--- src/rtl/n64_poll_scheduler_if.sv ---
// Transaction handshake between the poll scheduler and the N64 bit-level serial engine.
//   master (scheduler): drives txn_start/txn_cmd/txn_rx_len, receives busy/done/err/rx_data
//   slave  (engine)   : the mirror image
//   txn_start   1  one-cycle start pulse, cmd/rx_len valid in the same cycle
//   txn_cmd     8  command byte
//   txn_rx_len  6  expected response length in bits
//   txn_busy    1  engine busy; a start is only issued while low
//   txn_done    1  one-cycle end-of-transaction pulse
//   txn_err     1  error flag, qualified by txn_done
//   txn_rx_data 32 right-justified response, valid with txn_done
interface n64_poll_scheduler_if;
    logic        txn_start;
    logic [7:0]  txn_cmd;
    logic [5:0]  txn_rx_len;
    logic        txn_busy;
    logic        txn_done;
    logic        txn_err;
    logic [31:0] txn_rx_data;

    modport master (
        output txn_start, txn_cmd, txn_rx_len,
        input  txn_busy, txn_done, txn_err, txn_rx_data
    );

    modport slave (
        input  txn_start, txn_cmd, txn_rx_len,
        output txn_busy, txn_done, txn_err, txn_rx_data
    );
endinterface

--- src/rtl/n64_poll_scheduler.sv ---
// N64 poll scheduler: arbitrates the single serial engine between the periodic button poll,
// controller-reset requests and status requests; issues start handshakes, applies timeout and
// retry, and latches response data.
//   i_clk, i_rst_n        clock, synchronous active-low reset
//   i_polling_enable      level, enables periodic poll ticks
//   i_reset_req           level, rising edge requests a controller reset (cmd 0xFF)
//   i_status_req          pulse, requests a status read (cmd 0x00)
//   txn_if                master side of the engine handshake
//   o_button_data         last good poll response
//   o_status_data         last good reset/status response
//   o_data_valid          button_data holds a good response from the latest poll attempt
//   o_controller_present  latest transaction (after retries) succeeded
//   o_err_count           saturating count of transactions that failed after all retries
module n64_poll_scheduler #(
    parameter int unsigned POLL_PERIOD  = 100000,
    parameter int unsigned RESP_TIMEOUT = 20000,
    parameter int unsigned GAP_CYCLES   = 400,
    parameter int unsigned MAX_RETRY    = 2
) (
    input  logic                        i_clk,
    input  logic                        i_rst_n,
    input  logic                        i_polling_enable,
    input  logic                        i_reset_req,
    input  logic                        i_status_req,
    n64_poll_scheduler_if.master        txn_if,
    output logic [31:0]                 o_button_data,
    output logic [23:0]                 o_status_data,
    output logic                        o_data_valid,
    output logic                        o_controller_present,
    output logic [7:0]                  o_err_count
);

    localparam int unsigned POLL_W  = (POLL_PERIOD > 1) ? $clog2(POLL_PERIOD) : 1;
    localparam int unsigned TMO_W   = (RESP_TIMEOUT > 1) ? $clog2(RESP_TIMEOUT) : 1;
    localparam int unsigned GAP_W   = (GAP_CYCLES > 1) ? $clog2(GAP_CYCLES) : 1;
    localparam int unsigned RETRY_W = (MAX_RETRY > 0) ? $clog2(MAX_RETRY + 1) : 1;

    localparam logic [1:0] S_IDLE  = 2'd0;
    localparam logic [1:0] S_ISSUE = 2'd1;
    localparam logic [1:0] S_WAIT  = 2'd2;
    localparam logic [1:0] S_GAP   = 2'd3;

    logic [1:0]         r_state;
    logic [POLL_W-1:0]  r_poll_cnt;
    logic               r_poll_pend;
    logic               r_rst_pend;
    logic               r_stat_pend;
    logic               r_reset_req_q;
    logic [7:0]         r_cmd;
    logic [5:0]         r_rx_len;
    logic               r_is_poll;
    logic [RETRY_W-1:0] r_retry;
    logic               r_again;
    logic [TMO_W-1:0]   r_tmo;
    logic [GAP_W-1:0]   r_gap;
    logic [31:0]        r_button_data;
    logic [23:0]        r_status_data;
    logic               r_data_valid;
    logic               r_present;
    logic [7:0]         r_err_count;

    logic w_tick;
    logic w_rst_edge;
    logic w_any_pend;
    logic w_pick_rst;
    logic w_pick_stat;
    logic w_pick_poll;
    logic w_serve;
    logic w_start;
    logic w_ok;
    logic w_fail;
    logic w_can_retry;
    logic w_gap_end;

    assign w_tick      = i_polling_enable && (r_poll_cnt == POLL_W'(POLL_PERIOD - 1));
    assign w_rst_edge  = i_reset_req && !r_reset_req_q;
    assign w_any_pend  = r_rst_pend || r_stat_pend || r_poll_pend;
    // Fixed priority: reset > status > poll
    assign w_pick_rst  = r_rst_pend;
    assign w_pick_stat = !r_rst_pend && r_stat_pend;
    assign w_pick_poll = !r_rst_pend && !r_stat_pend && r_poll_pend;
    assign w_serve     = (r_state == S_IDLE) && w_any_pend;
    assign w_start     = (r_state == S_ISSUE) && !txn_if.txn_busy;
    assign w_ok        = (r_state == S_WAIT) && txn_if.txn_done && !txn_if.txn_err;
    // A done pulse in the timeout cycle takes precedence over the timeout
    assign w_fail      = (r_state == S_WAIT) && !w_ok &&
                         ((txn_if.txn_done && txn_if.txn_err) ||
                          (r_tmo == TMO_W'(RESP_TIMEOUT - 1)));
    assign w_can_retry = r_retry < RETRY_W'(MAX_RETRY);
    assign w_gap_end   = (r_state == S_GAP) && (r_gap == GAP_W'(GAP_CYCLES - 1));

    assign txn_if.txn_start  = w_start;
    assign txn_if.txn_cmd    = r_cmd;
    assign txn_if.txn_rx_len = r_rx_len;

    assign o_button_data        = r_button_data;
    assign o_status_data        = r_status_data;
    assign o_data_valid         = r_data_valid;
    assign o_controller_present = r_present;
    assign o_err_count          = r_err_count;

    // Request capture: a new request in the same cycle its flag is served re-arms the flag
    always_ff @(posedge i_clk) begin
        if (!i_rst_n) begin
            r_poll_cnt    <= '0;
            r_poll_pend   <= 1'b0;
            r_rst_pend    <= 1'b0;
            r_stat_pend   <= 1'b0;
            r_reset_req_q <= 1'b0;
        end else begin
            r_reset_req_q <= i_reset_req;
            if (!i_polling_enable) begin
                r_poll_cnt  <= '0;
                r_poll_pend <= 1'b0;
            end else begin
                r_poll_cnt <= w_tick ? '0 : r_poll_cnt + POLL_W'(1);
                if (w_tick) begin
                    r_poll_pend <= 1'b1;
                end else if (w_serve && w_pick_poll) begin
                    r_poll_pend <= 1'b0;
                end
            end
            if (w_rst_edge) begin
                r_rst_pend <= 1'b1;
            end else if (w_serve && w_pick_rst) begin
                r_rst_pend <= 1'b0;
            end
            if (i_status_req) begin
                r_stat_pend <= 1'b1;
            end else if (w_serve && w_pick_stat) begin
                r_stat_pend <= 1'b0;
            end
        end
    end

    always_ff @(posedge i_clk) begin
        if (!i_rst_n) begin
            r_state       <= S_IDLE;
            r_cmd         <= 8'h00;
            r_rx_len      <= 6'd0;
            r_is_poll     <= 1'b0;
            r_retry       <= '0;
            r_again       <= 1'b0;
            r_tmo         <= '0;
            r_gap         <= '0;
            r_button_data <= 32'h0;
            r_status_data <= 24'h0;
            r_data_valid  <= 1'b0;
            r_present     <= 1'b0;
            r_err_count   <= 8'h00;
        end else begin
            case (r_state)
                S_IDLE: begin
                    if (w_any_pend) begin
                        r_state   <= S_ISSUE;
                        r_retry   <= '0;
                        r_is_poll <= w_pick_poll;
                        r_cmd     <= w_pick_rst ? 8'hFF : (w_pick_stat ? 8'h00 : 8'h01);
                        r_rx_len  <= w_pick_poll ? 6'd32 : 6'd24;
                    end
                end
                S_ISSUE: begin
                    if (w_start) begin
                        r_state <= S_WAIT;
                        // The start cycle itself is cycle 0 of the response window
                        r_tmo   <= TMO_W'(1);
                    end
                end
                S_WAIT: begin
                    if (w_ok) begin
                        r_present <= 1'b1;
                        if (r_is_poll) begin
                            r_button_data <= txn_if.txn_rx_data;
                            r_data_valid  <= 1'b1;
                        end else begin
                            r_status_data <= txn_if.txn_rx_data[23:0];
                        end
                        r_again <= 1'b0;
                        r_gap   <= '0;
                        r_state <= S_GAP;
                    end else if (w_fail) begin
                        r_gap   <= '0;
                        r_state <= S_GAP;
                        if (w_can_retry) begin
                            r_retry <= r_retry + RETRY_W'(1);
                            r_again <= 1'b1;
                        end else begin
                            r_again   <= 1'b0;
                            r_present <= 1'b0;
                            if (r_is_poll) begin
                                r_data_valid <= 1'b0;
                            end
                            if (r_err_count != 8'hFF) begin
                                r_err_count <= r_err_count + 8'd1;
                            end
                        end
                    end else begin
                        r_tmo <= r_tmo + TMO_W'(1);
                    end
                end
                S_GAP: begin
                    if (w_gap_end) begin
                        r_state <= r_again ? S_ISSUE : S_IDLE;
                    end else begin
                        r_gap <= r_gap + GAP_W'(1);
                    end
                end
                default: r_state <= S_IDLE;
            endcase
        end
    end

endmodule
--- src/flat_wrapper.sv ---
// flat-port wrapper written by rule: the top's interface ports become plain ports
module n64_poll_scheduler_flat 
#(
    parameter int unsigned POLL_PERIOD  = 100000,
    parameter int unsigned RESP_TIMEOUT = 20000,
    parameter int unsigned GAP_CYCLES   = 400,
    parameter int unsigned MAX_RETRY    = 2
)
  (i_clk, i_rst_n, i_polling_enable, i_reset_req, i_status_req, o_button_data, o_status_data, o_data_valid, o_controller_present, o_err_count, txn_if_txn_start, txn_if_txn_cmd, txn_if_txn_rx_len, txn_if_txn_busy, txn_if_txn_done, txn_if_txn_err, txn_if_txn_rx_data);
  n64_poll_scheduler_if txn_if_i ();
  input  logic i_clk;
  input  logic i_rst_n;
  input  logic i_polling_enable;
  input  logic i_reset_req;
  input  logic i_status_req;
  output logic [31:0] o_button_data;
  output logic [23:0] o_status_data;
  output logic o_data_valid;
  output logic o_controller_present;
  output logic [7:0] o_err_count;
  output wire logic [$bits(txn_if_i.txn_start)-1:0] txn_if_txn_start;
  output wire logic [$bits(txn_if_i.txn_cmd)-1:0] txn_if_txn_cmd;
  output wire logic [$bits(txn_if_i.txn_rx_len)-1:0] txn_if_txn_rx_len;
  input wire logic [$bits(txn_if_i.txn_busy)-1:0] txn_if_txn_busy;
  input wire logic [$bits(txn_if_i.txn_done)-1:0] txn_if_txn_done;
  input wire logic [$bits(txn_if_i.txn_err)-1:0] txn_if_txn_err;
  input wire logic [$bits(txn_if_i.txn_rx_data)-1:0] txn_if_txn_rx_data;
  assign txn_if_txn_start = txn_if_i.txn_start;
  assign txn_if_txn_cmd = txn_if_i.txn_cmd;
  assign txn_if_txn_rx_len = txn_if_i.txn_rx_len;
  assign txn_if_i.txn_busy = txn_if_txn_busy;
  assign txn_if_i.txn_done = txn_if_txn_done;
  assign txn_if_i.txn_err = txn_if_txn_err;
  assign txn_if_i.txn_rx_data = txn_if_txn_rx_data;
  n64_poll_scheduler #(.POLL_PERIOD(POLL_PERIOD), .RESP_TIMEOUT(RESP_TIMEOUT), .GAP_CYCLES(GAP_CYCLES), .MAX_RETRY(MAX_RETRY)) u_core (.i_clk(i_clk), .i_rst_n(i_rst_n), .i_polling_enable(i_polling_enable), .i_reset_req(i_reset_req), .i_status_req(i_status_req), .txn_if(txn_if_i), .o_button_data(o_button_data), .o_status_data(o_status_data), .o_data_valid(o_data_valid), .o_controller_present(o_controller_present), .o_err_count(o_err_count));
endmodule
--- config.mk ---
export PLATFORM = sky130hd
export DESIGN_NAME = n64_poll_scheduler_flat
export DESIGN_NICKNAME = d
export VERILOG_FILES = /design/src/rtl/n64_poll_scheduler_if.sv /design/src/rtl/n64_poll_scheduler.sv /design/src/flat_wrapper.sv
export SDC_FILE = /design/constraint.sdc
export NUM_CORES = 1
export LEC_CHECK = 0
export CAP_MARGIN = 20
export CORE_MARGIN = 4
export CORE_UTILIZATION = 35
export CTS_CLUSTER_SIZE = 8
export DETAILED_ROUTE_END_ITERATION = 6
export PLACE_DENSITY = 0.59
export RECOVER_POWER = 50
export SLEW_MARGIN = 20
export SYNTH_ARGS = -nofsm -noshare
export SYNTH_HDL_FRONTEND = slang
export SYNTH_SLANG_ARGS = --single-unit
--- constraint.sdc ---
create_clock -name i_clk -period 6.6 [get_ports i_clk]
set_clock_uncertainty 0.1 [all_clocks]
set_input_delay 1.32 -clock i_clk [delete_from_list [all_inputs] [get_ports i_clk]]
set_output_delay 1.32 -clock i_clk [all_outputs]
set_load 0.02 [all_outputs]
# After elaboration in Yosys (flattened, before gate mapping)
# Cells that the tools add are included.
# W data, S select, Z words.
classes:
  magnitude_cmp: 1
  n_addsub: 5
  n_reduce_logical: 46
  n_mux: 40
  n_eq_ne: 17
  bitwise: 5
op_table:
  columns: ["cell", "count"]
  rows:
  - ["$mux W15", 3]
  - ["$pmux W15 S2", 1]
  - ["$mux W9", 3]
  - ["$mux W1", 19]
  - ["$mux W2", 9]
  - ["$pmux W9 S2", 1]
  - ["$add A17 B1 Y17 const B", 1]
  - ["$eq A17 B17 Y1 const B", 1]
  - ["$logic_and A1 B1 Y1", 16]
  - ["$add A15 B1 Y15 const B", 1]
  - ["$eq A15 B15 Y1 const B", 1]
  - ["$reduce_bool A2 Y1", 7]
  - ["$reduce_and A3 Y1", 4]
  - ["$reduce_and A4 Y1", 3]
  - ["$ne A2 B1 Y1 const B", 5]
  - ["$reduce_and A5 Y1", 2]
  - ["$add A9 B1 Y9 const B", 1]
  - ["$eq A9 B9 Y1 const B", 1]
  - ["$add A8 B1 Y8 const B", 1]
  - ["$mux W8", 1]
  - ["$ne A2 B2 Y1 const B", 4]
  - ["$ne A8 B8 Y1 const B", 1]
  - ["$pmux W2 S4", 1]
  - ["$logic_not A1 Y1", 6]
  - ["12 further kinds", 21]
word_totals:
  out_inout_bits: 81
  regBits: 131
  input_bits: 40
  wordCells: 132

# Longest topological paths before layout
# Gate-level depths: netlist of run 1.
logic_depth:
  word_depth: 9
  mapped_depth: 8
  ltp_nobuf: 7

# Worst setup path before layout of run 1
# No wires, ideal clock.
synth_timing:
  kind: "input-to-output"
  from: "input txn_if_txn_busy"
  to: "output txn_if_txn_start"
  t_arrival_ns: 1.592
  path_stages: 2
  t_required_ns: 5.180
  setup_slack_ns: 3.588
  n_path_buf: 0
  cell_sequence: "nand2b_1 > inv_1"
synth_between:
  elab_chain_cells: 2
synth_lines:
  columns: ["item", "line", "rtl"]
  rows:
  - ["start, declared", "flat_wrapper.sv:24", "input wire logic [$bits(txn_if_i.txn_busy)-1:0] txn_if_txn_busy;"]
  - ["$logic_not A1 Y1", "n64_poll_scheduler.sv:83", "assign w_start = (r_state == S_ISSUE) && !txn_if.txn_busy;"]
  - ["$logic_and A1 B1 Y1", "n64_poll_scheduler.sv:83", null]
  - ["end, declared", "flat_wrapper.sv:21", "output wire logic [$bits(txn_if_i.txn_start)-1:0] txn_if_txn_start;"]
# Every way passes these cells.

# Worst setup path after layout of run 1
layout_timing:
  from: "input i_rst_n"
  to: "register u_core.r_state[0]"
layout_lines:
  columns: ["item", "line", "rtl"]
  rows:
  - ["start, declared", "flat_wrapper.sv:12", "input logic i_rst_n;"]
  - ["end signal, assigned", "n64_poll_scheduler.sv:203", "r_state <= r_again ? S_ISSUE : S_IDLE;"]
  - ["end, declared", "n64_poll_scheduler.sv:43", "logic [1:0] r_state;"]
# No word-level cell between the ends.

==> reports/metrics.yaml, run 1 <==
status: "finished, violations left"
failed_checks: "capacitance limit, slew limit"
grt_max_degree: 71
syn_area_per_cell_um2: 8.26
synth_seq_cells: 120
synth_cell_types: 55
initial_core_util_pct: 35.6
numPortBuffers: 117
grt_pass1_wl_mm: 21.5
first_iter_violations: 367
synth_most_common_cell: "nand2_1"
swShare_pct: 28.6
syn_to_final_growth_pct: 35.3
hold_viol_final: 0
gp_congestion: 0.781
wl_mm: 13.2
clk_path_buf_depth: 2
maxSlewViolCount: 71
hpwl_mm: 9.05
ir_drop_mv: 0.191
hold_path_class: "register to register"
utilization_pct: 48.1
ant_nets: 0
clock_latency_ns: 0.41
crit_arrival_ns: 4.87
reg2reg_to: "u_core.r_gap[4]"
netlist_instances: 623
max_freq_mhz: 206
period_share_pct: 73.7
cts_sinks: 120
synth-seq-area-share_pct: 46.7
antenna_found_initial: 0
synth-main-ff-cell: "dfxtp_1"
leakagePower_nw: 2.52
rr_worst_depth: 7
power.total_mw: 2.03
endpoint_kind: "register"
synth_top_cells_by_count: "nand2_1 (140), dfxtp_1 (120), a21oi_1 (69), nor2_1 (50), nand3_1 (31)"
max_cap_violations: 1
p_switching_uw: 581
pwr-share-comb_pct: 17.4
vias_per_cell: 4.98
crit_type: "input pin to register"
firstDrtPassIters: 5
tightest_slew_ns: 3.13
fin_nets: 776
post-route-drc-count: 0
io_pins: 121
ys_async_sr_fraction_pct: 0
powerDensity_mw_per_mm2: 291
track_usage_pct: 16.0
path_clk_slew_ns: 0.05
critical_path.endpoint: "u_core.r_state[0]"
antennaDiodeCount: 0
r2r_start: "u_core.r_tmo[1]"
first_global_vias: 4393
finalSetupViolations: 0
rows: 44
critPathMaxFanout: 70
core_mm2: 0.0145
yosysWarnings: 0
post_drt_wl_per_cell_um: 14.3
die_y_um: 129
relSlewSlack_pct: -108
power_frac_seq_pct: 38.4
clkPwrFrac_pct: 44.2
internal_power_mw: 1.45
root_buffer: "clkbuf_16"
die_x_um: 129
grt_overflow: 0
dieArea_mm2: 0.0167
startpoint: "i_rst_n"
postCtsHoldBufs: 0
cts_resized: 0
tns_ns: 0
drive_gt1_share_pct: 6.22
vias: 4604
syn_area_mm2: 0.00515
post-route-min-period_ns: 4.86
r2r_slack_ns: 3.26
synth_top_cells_by_area: "dfxtp_1 (47%), nand2_1 (10%), a21oi_1 (6.7%), xnor2_1 (4.6%), nor2_1 (3.6%)"
cts_tree: "yes"
startpoint_type: "input pin"
synth_edf_count: 0
yosysTopAreaCellShare_pct: 46.7
crit_required_ns: 6.61
post_cts_buffers: 0
cts_max_level: 4
rsz0062_at_grt: "false"
post-synth-top-area-cell: "dfxtp_1"
numCtsBuffers: 17
## logic make-up after synthesis
group	share of synthesized area, %
xor+xnor	5.95
compound gates	15.1
other cells	0.0728
buf+inv	5.27
simple gates	23.8
flops	46.7
mux	0.996
fa+ha+maj	2.19
## routing by layer
layer | GRT usage (%) | up-vias | part of all wire [%]
li1 | - | 2332 | -
met1 | 20.4 | 2185 | 45
met2 | 25.2 | 73 | 50
met3 | 5.32 | 14 | 4.2
met4 | 6.18 | 0 | 1.3
met5 | 0 | - | 0
## through the flow
stage	setup WS, ns	instance area (µm²)	hold slack, ns	std cells
2_1_floorplan	3.59	5160	0.337	625
3_3_place_gp	2.61	6410	0.342	891
3_5_place_dp	2.60	6410	0.345	891
4_1_cts	2.60	6990	0.353	923
5_1_grt	1.34	6970	0.366	924
6_report	1.74	6970	0.348	924
## state kept, by name (all words and copies together) (netlist names), 2 cells and up
name	count
u_core.txn_if.txn_rx_len	2
u_core.txn_if.txn_cmd	2
u_core.r_state	2
u_core.o_err_count	8
u_core.o_button_data	32
u_core.r_retry	2
u_core.r_tmo	15
u_core.o_status_data	24
u_core.r_poll_cnt	17
u_core.r_gap	9
## critical path, cell delays in order
cell           delay [ns]
dlygate4sd3_1        0.53
clkbuf_1             0.39
inv_2                0.24
clkbuf_1             2.21
a221oi_1             0.10
## layout by cell type (no fill, tap or decap), types with 3 or more instances in the layout
| cell | synthesis | routed |
|---|---|---|
| nand2_1 | 140 | 140 |
| dfxtp_1 | 120 | 120 |
| a21oi_1 | 69 | 70 |
| dlygate4sd3_1 | 0 | 63 |
| clkdlybuf4s50_1 | 0 | 54 |
| nor2_1 | 50 | 49 |
| nand3_1 | 31 | 31 |
| xnor2_1 | 27 | 27 |
| clkbuf_16 | 0 | 17 |
| o21ai_0 | 15 | 16 |
| inv_1 | 14 | 13 |
| and3_1 | 11 | 11 |
| nand4_1 | 10 | 10 |
| ha_1 | 9 | 9 |
| a211oi_1 | 8 | 8 |
| a2111oi_0 | 8 | 8 |
| xor2_1 | 8 | 8 |
| nor3_1 | 6 | 6 |
| nand2b_1 | 5 | 5 |
| nor4_1 | 5 | 5 |
| clkinvlp_4 | 0 | 5 |
| buf_4 | 12 | 5 |
| mux2i_1 | 4 | 4 |
| clkinv_2 | 0 | 4 |
| clkbuf_1 | 27 | 4 |
| or4_1 | 3 | 3 |
| conb_1 | 1 | 3 |
## layout make-up
cell class / count / area (µm²)
fillers: 1386 / 7510
multi-input cells: 447 / 2470
flip-flops and latches: 120 / 2400
clock inverters: 15 / 153
repair buffers: 127 / 1230
well taps: 184 / 230
clock buffers: 17 / 425
inverters: 14 / 52.6
## power groups by stage
stage	clock network [mW]	logic (mW)	registers (mW)
floorplan	0	0.233	0.804
global route	0.947	0.392	0.783
CTS	0.915	0.368	0.778
finish	0.896	0.354	0.778
detailed placement	0	0.365	0.794
global placement	0	0.358	0.792
## worst min path at each step
stage | slack (ns) | startpoint | end | cells past startpoint
detailed placement | 0.35 | u_core.o_status_data[11] | u_core.o_status_data[11] | 2
CTS | 0.35 | u_core.o_status_data[11] | u_core.o_status_data[11] | 2
finish | 0.35 | u_core.o_status_data[11] | u_core.o_status_data[11] | 2
global placement | 0.34 | u_core.o_status_data[4] | u_core.o_status_data[4] | 2
floorplan | 0.34 | u_core.r_again | u_core.r_again | 2
global route | 0.37 | u_core.o_button_data[28] | u_core.o_button_data[28] | 2
No activity file was read; power rests on OpenSTA's default activity.
==> run 2, diff against run 1 <==
PLACE_DENSITY = 0.61   (was 0.59)
clock period = 4 ns   (was 6.6 ns; I/O delays follow)
==> reports/metrics.yaml, run 2 (same netlist as run 1, synthesis figures left out) <==
whs_ns: 0.353
crit_type: "input pin to primary output"
rows: 44
regArea_mm2: 0.00240
timing.final.ws_setup_ns: 0.937
fin_area_mm2: 0.00699
pre_cts_slack_ns: 0.919
vias: 4639
rr_worst_depth: 6
cts_tree: "yes"
io_pins: 121
grt_pass1_wl_mm: 21.6
critical_path.endpoint: "txn_if_txn_start"
final_common_cell: "nand2_1"
first_iter_violations: 255
max_cap_violations: 0
hold_path_class: "register to register"
maxSlewViolCount: 0
finalSetupViolations: 0
dieArea_mm2: 0.0167
clock_latency_ns: 0.42
utilization_pct: 48.3
core_mm2: 0.0145
cts_resized: 0
fin_cells: 924
path_clk_slew_ns: 0.06
vias_per_cell: 5.02
critPathMaxFanout: 3
root_buffer: "clkbuf_16"
post_drt_wl_per_cell_um: 14.4
antenna_found_initial: 0
gp_congestion: 0.752
endpoint_kind: "primary output"
ir_drop_mv: 0.277
post-route-min-period_ns: 3.06
fin_nets: 776
wl_mm: 13.3
numPortBuffers: 117
period_share_pct: 76.6
track_usage_pct: 16.2
r2r_start: "u_core.r_tmo[1]"
max_freq_mhz: 326
clk_path_buf_depth: 2
die_x_um: 129
drive_gt1_share_pct: 6.62
dp_cells: 892
post-route-drc-count: 0
first_global_vias: 4528
firstDrtPassIters: 4
largest_reg_flops: 32
status: "finished clean"
dpl_cell_area_mm2: 0.00642
syn_to_final_growth_pct: 35.8
postCtsHoldBufs: 0
grt_max_degree: 50
cts_sinks: 120
startpoint_type: "input pin"
hpwl_mm: 9.34
die_y_um: 129
reg2reg_to: "u_core.o_err_count[6]"
fillCellCount: 1390
crit_arrival_ns: 2.16
powerDensity_mw_per_mm2: 484
startpoint: "txn_if_txn_busy"
antennaDiodeCount: 0
crit_required_ns: 3.10
ant_nets: 0
layout_common_cells: "nand2_1 (140), dfxtp_1 (120), a21oi_1 (69)"
power.total_mw: 3.39
cts_max_level: 4
tns_ns: 0
hold_viol_final: 0
multiInputGateArea_mm2: 0.00248
post_cts_buffers: 0
numCtsBuffers: 17
initial_core_util_pct: 35.6
grt_overflow: 0
leakagePower_nw: 2.53
tightest_slew_ns: 1.18
rsz0062_at_grt: "false"
r2r_slack_ns: 1.20
relSlewSlack_pct: 21.6
## run 2: layout make-up
cell class	instances	area share, %
Clock buffer	18	6.28
Clock inverter	14	2.11
Inverter	14	0.751
Multi-Input combinational cell	447	35.5
Sequential cell	120	34.4
Tap cell	184	3.29
Timing Repair Buffer	127	17.7
## run 2: worst min path at each step
stage,startpoint,to,slack [ns],cells after the start
floorplan,u_core.r_again,u_core.r_again,0.34,2
global placement,u_core.o_status_data[22],u_core.o_status_data[22],0.34,2
detailed placement,u_core.o_button_data[11],u_core.o_button_data[11],0.35,2
CTS,u_core.o_button_data[11],u_core.o_button_data[11],0.35,2
global route,u_core.o_button_data[27],u_core.o_button_data[27],0.37,2
finish,u_core.o_button_data[11],u_core.o_button_data[11],0.35,2
## run 2: power by group
part / switching (mW) / total (mW) / leakage (nW) / internal (mW)
sequential: 0.0419 / 1.28 / 0.969 / 1.24
combinational: 0.358 / 0.595 / 1.28 / 0.238
clock: 0.571 / 1.51 / 0.287 / 0.935
## run 2: layer usage
layer  GRT usage [%]  wire (µm)  part of all wire, %  vias up
met4            7.16        294                  2.2        0
met3            4.16        580                  4.4       22
met5               0          0                    0        -
li1                -          -                    -     2328
met1            19.6       5760                   43     2195
met2            27.1       6660                   50       94
## run 2: worst max-delay path, cell delays in order
cell and delay [ns]:
clkdlybuf4s50_1 0.47, nand2b_1 0.22, inv_1 0.07, clkdlybuf4s50_1 0.60
==> run 3, diff against run 2 <==
PLACE_DENSITY = 0.59   (was 0.61)
clock period = 2.9 ns   (was 4 ns; I/O delays follow)
==> reports/metrics.yaml, run 3 (same netlist as run 1, synthesis figures left out) <==
cts_resized: 0
crit_arrival_ns: 2.85
root_buffer: "clkbuf_16"
layout_common_cells: "nand2_1 (140), dfxtp_1 (120), a21oi_1 (69)"
postCtsHoldBufs: 0
antenna_found_initial: 0
fin_cells: 927
vias_per_cell: 5.03
initial_core_util_pct: 35.6
grt_overflow: 0
firstDrtPassIters: 4
critical_path.endpoint: "u_core.o_err_count[6]"
crit_family: "simple AND/OR/NAND/NOR gates"
cts_sinks: 120
crit_required_ns: 3.14
period_share_pct: 90.0
finalSetupViolations: 0
drive_gt1_share_pct: 6.73
gp_congestion: 0.776
numPortBuffers: 117
core_mm2: 0.0145
powerDensity_mw_per_mm2: 683
first_iter_violations: 323
first_global_vias: 4465
rows: 44
rr_worst_depth: 7
die_x_um: 129
dpl_cell_area_mm2: 0.00648
critical_path_depth: 7
hold_viol_final: 0
ir_drop_mv: 0.355
r2r_slack_ns: 0.29
startpoint_type: "register"
max_freq_mhz: 383
io_pins: 121
leakagePower_nw: 2.61
r2r_start: "u_core.r_tmo[5]"
fillCellCount: 1378
tns_ns: 0
die_y_um: 129
post_cts_buffers: 0
cp_cell_sequence: "or4_1, o41ai_1, buf_4, nand4_1, buf_4, or4_1, a21oi_1"
vias: 4659
grt_max_degree: 71
wl_mm: 13.5
track_usage_pct: 16.5
clk_path_buf_depth: 2
grt_pass1_wl_mm: 22.1
crit_buf_inv: 2
crit_path_max_incr_delay_ns: 0.58
relSlewSlack_pct: 3.50
cts_max_level: 4
final_common_cell: "nand2_1"
antennaDiodeCount: 0
fin_area_mm2: 0.00707
numCtsBuffers: 17
largest_reg_flops: 32
reg2reg_to: "u_core.o_err_count[6]"
cts_tree: "yes"
utilization_pct: 48.8
max_cap_violations: 0
tightest_slew_ns: 1.45
endpoint_kind: "register"
dp_cells: 897
dieArea_mm2: 0.0167
pre_cts_slack_ns: 0.349
path_clk_slew_ns: 0.05
startpoint: "u_core.r_tmo[5]"
post-route-drc-count: 0
post-route-min-period_ns: 2.61
maxSlewViolCount: 0
post_drt_wl_per_cell_um: 14.5
status: "finished clean"
critPathSlowestCell: "or4_1"
hpwl_mm: 9.60
critPathMaxFanout: 20
clock_latency_ns: 0.41
syn_to_final_growth_pct: 37.3
rsz0062_at_grt: "false"
fin_nets: 781
crit_type: "register to register"
ant_nets: 0
hold_path_class: "register to register"
timing.final.ws_setup_ns: 0.289
run 3: cell type report:
type	count	area (µm²)	share of cell area (%)
well taps	184	230	3.26
clock buffers	21	470	6.66
flip-flops and latches	120	2400	34.0
repair buffers	132	1290	18.3
clock inverters	9	148	2.09
inverters	14	52.6	0.744
multi-input cells	447	2470	35.0
run 3: per-layer routing:
metal / wire (µm) / GRT usage [%]
met5: 0 / 0
met4: 322 / 6.42
met3: 552 / 5.11
met2: 6600 / 25.8
met1: 6000 / 21.2
run 3: worst min path at each step:
stage / start / to / slack (ns) / cells after the start
finish: u_core.o_button_data[15] / u_core.o_button_data[15] / 0.35 / 2
global route: u_core.o_button_data[12] / u_core.o_button_data[12] / 0.37 / 2
CTS: u_core.o_button_data[15] / u_core.o_button_data[15] / 0.35 / 2
detailed placement: u_core.o_button_data[15] / u_core.o_button_data[15] / 0.35 / 2
global placement: u_core.o_status_data[22] / u_core.o_status_data[22] / 0.34 / 2
floorplan: u_core.r_again / u_core.r_again / 0.34 / 2
run 3: through the flow:
stage	power (mW)	hold slack, ns
after global routing	5.05	0.371
after detailed placement	2.67	0.347
after floorplan	2.36	0.337
after global placement	2.65	0.342
final	4.82	0.350
after CTS	4.89	0.355
run 3: power breakdown:
| group | switching [mW] | total (mW) | internal, mW |
|---|---|---|---|
| Sequential | 0.0567 | 1.77 | 1.72 |
| Clock | 0.712 | 2.20 | 1.49 |
| Combinational | 0.509 | 0.852 | 0.343 |
run 3: worst min-delay path: stages, from the launching register on:
cell     delay (ns)
dfxtp_1        0.30
nand2_1        0.05
a21oi_1        0.05
